**config.mk**
```make
export PLATFORM = sky130hd
export DESIGN_NAME = sysid_version_check
export DESIGN_NICKNAME = d
export VERILOG_FILES = /design/src/rtl/sysid_version_check.sv
export SDC_FILE = /design/constraint.sdc
export NUM_CORES = 1
export LEC_CHECK = 0
export ABC_AREA = 1
export ABC_CLOCK_PERIOD_IN_PS = 2500
export BUFFER_PORTS_ARGS = -buffer_cell sky130_fd_sc_hd__clkbuf_2
export CORE_MARGIN = 5
export CORE_UTILIZATION = 40
export CTS_CLUSTER_DIAMETER = 120
export DETAILED_ROUTE_END_ITERATION = 12
export PLACE_DENSITY = 0.73
export SETUP_SLACK_MARGIN = 0.05
export SYNTH_ARGS = -nofsm -noshare
export SYNTH_HDL_FRONTEND = slang
export SYNTH_SLANG_ARGS = --single-unit
export TNS_END_PERCENT = 30
```
**constraint.sdc**
```tcl
create_clock -name clock -period 2.5 [get_ports clock]
set_input_delay 0.25 -clock clock [delete_from_list [all_inputs] [get_ports clock]]
set_output_delay 0.25 -clock clock [all_outputs]
set_load 0.01 [all_outputs]
```
**src/rtl/sysid_version_check.sv**
```systemverilog
// Avalon-MM master that reads the system-ID slave (word 0 = ID, word 1 = timestamp),
// compares both words with build-time values and publishes a registered pass/fail summary.
module sysid_version_check #(
    parameter logic [31:0] EXPECTED_ID    = 32'h0000_0000,
    parameter logic [31:0] EXPECTED_TS    = 32'h0000_0000,
    parameter bit          CHECK_TS       = 1'b1,
    parameter int unsigned READ_LATENCY   = 0,
    parameter int unsigned TIMEOUT_CYCLES = 255,
    parameter bit          AUTO_START     = 1'b1
) (
    input  logic        clock,
    input  logic        reset,
    input  logic        start,
    output logic        avm_address,
    output logic        avm_read,
    input  logic        avm_waitrequest,
    input  logic [31:0] avm_readdata,
    output logic [31:0] id_value,
    output logic [31:0] ts_value,
    output logic        busy,
    output logic        done,
    output logic        match,
    output logic        id_mismatch,
    output logic        ts_mismatch,
    output logic        timeout
);

    localparam logic [1:0]  LAT_LAST   = (READ_LATENCY > 0) ? 2'(READ_LATENCY - 1) : 2'd0;
    localparam logic [15:0] STALL_LAST = 16'(TIMEOUT_CYCLES - 1);
    localparam bit          LAT_ZERO   = (READ_LATENCY == 0);

    typedef enum logic [2:0] {
        S_IDLE   = 3'd0,
        S_RD_ID  = 3'd1,
        S_LAT_ID = 3'd2,
        S_RD_TS  = 3'd3,
        S_LAT_TS = 3'd4,
        S_DONE   = 3'd5
    } state_t;

    function automatic logic id_differs(input logic [31:0] data);
        return data != EXPECTED_ID;
    endfunction

    function automatic logic ts_differs(input logic [31:0] data);
        return CHECK_TS && (data != EXPECTED_TS);
    endfunction

    state_t      r_state, w_state;
    logic [15:0] r_stall, w_stall;
    logic [1:0]  r_lat, w_lat;
    logic [31:0] r_id_value, w_id_value, r_ts_value, w_ts_value;
    logic        r_id_mismatch, w_id_mismatch, r_ts_mismatch, w_ts_mismatch;
    logic        r_timeout, w_timeout, r_done, w_done, r_match, w_match, r_busy, w_busy;

    // Next-state and next-result logic; reset parks in IDLE, which auto-launches when AUTO_START=1
    always_comb begin
        w_state       = r_state;
        w_stall       = r_stall;
        w_lat         = r_lat;
        w_id_value    = r_id_value;
        w_ts_value    = r_ts_value;
        w_id_mismatch = r_id_mismatch;
        w_ts_mismatch = r_ts_mismatch;
        w_timeout     = r_timeout;
        w_done        = r_done;
        w_match       = r_match;
        w_busy        = r_busy;
        case (r_state)
            S_IDLE, S_DONE: begin
                if (start || (AUTO_START && (r_state == S_IDLE))) begin
                    w_id_value    = 32'h0000_0000;
                    w_ts_value    = 32'h0000_0000;
                    w_id_mismatch = 1'b0;
                    w_ts_mismatch = 1'b0;
                    w_timeout     = 1'b0;
                    w_done        = 1'b0;
                    w_match       = 1'b0;
                    w_busy        = 1'b1;
                    w_stall       = 16'd0;
                    w_state       = S_RD_ID;
                end else begin
                    w_state = r_state;
                end
            end
            S_RD_ID, S_RD_TS: begin
                if (!avm_waitrequest) begin
                    if (!LAT_ZERO) begin
                        w_lat   = 2'd0;
                        w_state = (r_state == S_RD_ID) ? S_LAT_ID : S_LAT_TS;
                    end else if (r_state == S_RD_ID) begin
                        w_id_value    = avm_readdata;
                        w_id_mismatch = id_differs(avm_readdata);
                        w_stall       = 16'd0;
                        w_state       = S_RD_TS;
                    end else begin
                        w_ts_value    = avm_readdata;
                        w_ts_mismatch = ts_differs(avm_readdata);
                        w_match       = !r_id_mismatch && !ts_differs(avm_readdata);
                        w_done        = 1'b1;
                        w_busy        = 1'b0;
                        w_state       = S_DONE;
                    end
                end else if (r_stall == STALL_LAST) begin
                    w_timeout = 1'b1;
                    w_match   = 1'b0;
                    w_done    = 1'b1;
                    w_busy    = 1'b0;
                    w_state   = S_DONE;
                end else begin
                    w_stall = r_stall + 16'd1;
                end
            end
            S_LAT_ID: begin
                if (r_lat == LAT_LAST) begin
                    w_id_value    = avm_readdata;
                    w_id_mismatch = id_differs(avm_readdata);
                    w_stall       = 16'd0;
                    w_state       = S_RD_TS;
                end else begin
                    w_lat = r_lat + 2'd1;
                end
            end
            S_LAT_TS: begin
                if (r_lat == LAT_LAST) begin
                    w_ts_value    = avm_readdata;
                    w_ts_mismatch = ts_differs(avm_readdata);
                    w_match       = !r_id_mismatch && !ts_differs(avm_readdata);
                    w_done        = 1'b1;
                    w_busy        = 1'b0;
                    w_state       = S_DONE;
                end else begin
                    w_lat = r_lat + 2'd1;
                end
            end
            default: begin
                w_state = S_IDLE;
            end
        endcase
    end

    // State and result registers
    always_ff @(posedge clock) begin
        if (reset) begin
            r_state       <= S_IDLE;
            r_stall       <= 16'd0;
            r_lat         <= 2'd0;
            r_id_value    <= 32'h0000_0000;
            r_ts_value    <= 32'h0000_0000;
            r_id_mismatch <= 1'b0;
            r_ts_mismatch <= 1'b0;
            r_timeout     <= 1'b0;
            r_done        <= 1'b0;
            r_match       <= 1'b0;
            r_busy        <= 1'b0;
        end else begin
            r_state       <= w_state;
            r_stall       <= w_stall;
            r_lat         <= w_lat;
            r_id_value    <= w_id_value;
            r_ts_value    <= w_ts_value;
            r_id_mismatch <= w_id_mismatch;
            r_ts_mismatch <= w_ts_mismatch;
            r_timeout     <= w_timeout;
            r_done        <= w_done;
            r_match       <= w_match;
            r_busy        <= w_busy;
        end
    end

    assign avm_read    = (r_state == S_RD_ID) || (r_state == S_RD_TS);
    assign avm_address = (r_state == S_RD_TS) || (r_state == S_LAT_TS);
    assign id_value    = r_id_value;
    assign ts_value    = r_ts_value;
    assign id_mismatch = r_id_mismatch;
    assign ts_mismatch = r_ts_mismatch;
    assign timeout     = r_timeout;
    assign done        = r_done;
    assign match       = r_match;
    assign busy        = r_busy;

endmodule

```
==> out/qor.yml <==
status: "complete, no violations"
fin_hold_ws_ns: 0.136
layout_commonest_cell: "nand2_1"
grt-ovfl-total: 0
r2r_slack_ns: 0.39
cts-root-buf: "clkbuf_8"
vias: 4143
fin_util: 0.492
tightest_slew_ns: 0.613
finalMaxSlewViolations: 0
ios: 108
viasPerCell: 5.02
drive_gt1_frac: 0.211
p_switching_mw: 1.04
synth_top_cell_by_area: "dfxtp_1"
crit_path_start_kind: "flop"
r2r-start: "r_state[1]"
hold_path.class: "primary input to flop"
tns_ns: 0
nets: 727
wl_um: 11300
dieArea_mm2: 0.0123
route.detailed.drc: 0
synth-warning-count: 0
rsz0062_at_grt: "no"
final_cell_mix: "nand2_1 (227), clkbuf_2 (107), dfxtp_1 (91)"
die_w_um: 111
layout_min_cycle_time_ns: 2.11
synth_cells: 592
fmax_mhz: 474
syn_nets: 631
p_int_mw: 2.22
path_max_fanout: 34
r2r_cells: 8
routabilityCongestion: 0.942
ir_drop_mv: 0.453
cts_hold_buf: 0
setup_violations: 0
cp_common_cell: "nand2_1"
antenna_found_initial: 0
die_h_um: 111
grt_max_degree: 35
end_kind: "flop"
combPwrFrac: 0.183
slew_headroom: 0.591
dp_hpwl_um: 8420
grt_usage: 0.184
clk_path_buf_depth: 2
ys_seq_elements: 91
grt_pass1_wl_um: 19100
post_cts_buffers: 0
cts_tree: "built"
fillCellCount: 963
power_frac_clock: 0.322
worstSkewPairLatency_ns: 0.36
critPathKind: "flop to flop"
core-area_mm2: 0.00986
yosys.area.top_type_share: 0.447
ant_nets: 0
slowest_delay_ns: 0.56
final_area_mm2: 0.00485
fin_cells: 826
rr_endpoint: "ts_value[31]"
arrival_ns: 2.39
cp_cell_sequence: "inv_2 > nand4_1 > nand2_1 > inv_1 > nand2_4 > nor2_8 > nand2_1 > a21oi_1"
syn_avg_cell_area_um2: 6.89
dpl.cell_count: 810
cts_resized: 0
p_sw_frac: 0.318
power_leakage_nw: 2.09
crit_required_ns: 2.78
numCtsBuffers: 9
postPlaceCellArea_mm2: 0.00465
skew_ns: 0.00895
ys_seq_area_frac: 0.447
fp-row-count: 36
clock-sinks: 91
power_density_mw_per_mm2: 671
place.port_buffers: 107
seq_area_mm2: 0.00182
diodes: 0
syn2layout_area_growth_pct: 19.0
fin_crit_sh: 0.844
cap_violations: 0
wl_per_cell_um: 13.7
clk_pin_slew_ns: 0.10
synth.distinct_cells: 26
crit_slowest_cell: "dfxtp_1"
synth_area_mm2: 0.00408
power.share.sequential: 0.496
start_util: 0.413
drt-pass1-iter-count: 6
grt_pass1_vias: 4090
htreeDepth: 3
finalHoldViolCount: 0
crit_start: "r_state[1]"
multiInputGateArea_mm2: 0.00195
crit_path_end: "ts_value[31]"
drt_iter0_markers: 227
yosys-top-cells-area: "dfxtp_1 (45%), nand2_1 (21%), a21oi_1 (11%), nor2_1 (5.0%), nand3_1 (3.1%)"
## worst min path at each step
stage,startpoint,end,slack [ns],depth (start not counted)
floorplan,avm_readdata[0],ts_value[0],0.39,2
global placement,r_lat[0],r_lat[0],0.43,1
finish,avm_readdata[18],ts_value[18],0.14,3
global route,avm_readdata[23],ts_value[23],0.13,3
CTS,avm_readdata[18],ts_value[18],0.13,3
detailed placement,r_lat[0],r_lat[0],0.45,1
## sequential cells by signal (all words and copies together) (netlist names)
name and count:
ts_mismatch 1, match 1, ts_value 32, r_state 3
done 1, timeout 1, r_stall 16, r_lat 2
id_value 32, id_mismatch 1, busy 1
## stage by stage
stage	setup WS (ns)	total power, mW
floorplan	1.12	2.05
global placement	0.624	2.23
detailed placement	0.462	2.25
CTS	0.435	3.28
global route	0.169	3.43
finish	0.391	3.26
## synthesized netlist by cell type
cell and n:
nand2_1 227, dfxtp_1 91, a21oi_1 90, nor2_1 54, inv_1 32, nand3_1 25, nand4_1 12, clkbuf_1 11
buf_4 9, o21ai_0 5, buf_6 4, inv_2 4, nor2_2 4, o21bai_1 4, buf_2 3, ha_1 3
nand2_2 2, nand3_2 2, nor2_8 2, or2_2 2, and2_1 1, nand2_4 1, nor3_1 1, o211ai_1 1
o21ai_1 1, o21ai_2 1
## cell type report
type,count,area share
clock buffers,9,0.0255
clock inverters,7,0.0165
inverters,36,0.0278
multi-input cells,438,0.402
flip-flops and latches,91,0.375
well taps,133,0.0343
repair buffers,112,0.118
## power by group through the flow
stage	logic (mW)	registers, mW	clock network [mW]
2_1_floorplan	0.374	1.67	0
3_3_place_gp	0.586	1.64	0
3_5_place_dp	0.599	1.65	0
4_1_cts	0.601	1.61	1.07
5_1_grt	0.669	1.63	1.13
6_report	0.595	1.61	1.05
## routing by layer
layer  share of wire  track usage
met2            0.46        0.301
met3           0.095       0.0628
met5               0            0
met4           0.014       0.0591
met1            0.43        0.226
## critical path: cells and delay by family (launching register included)
kind            cells  cell delay [ns]
compound gates      1             0.17
simple gates        5             1.05
buf+inv             2             0.22
flops               1             0.56
## cell families after synthesis
family | Yosys count | synth area share
adders and majority gates | 3 | 0.00921
DFF | 91 | 0.447
buffers and inverters | 63 | 0.0746
and+or+nand+nor | 333 | 0.340
AOI/OAI and AO/OA | 102 | 0.129
(Power assumes the default switching activity.)
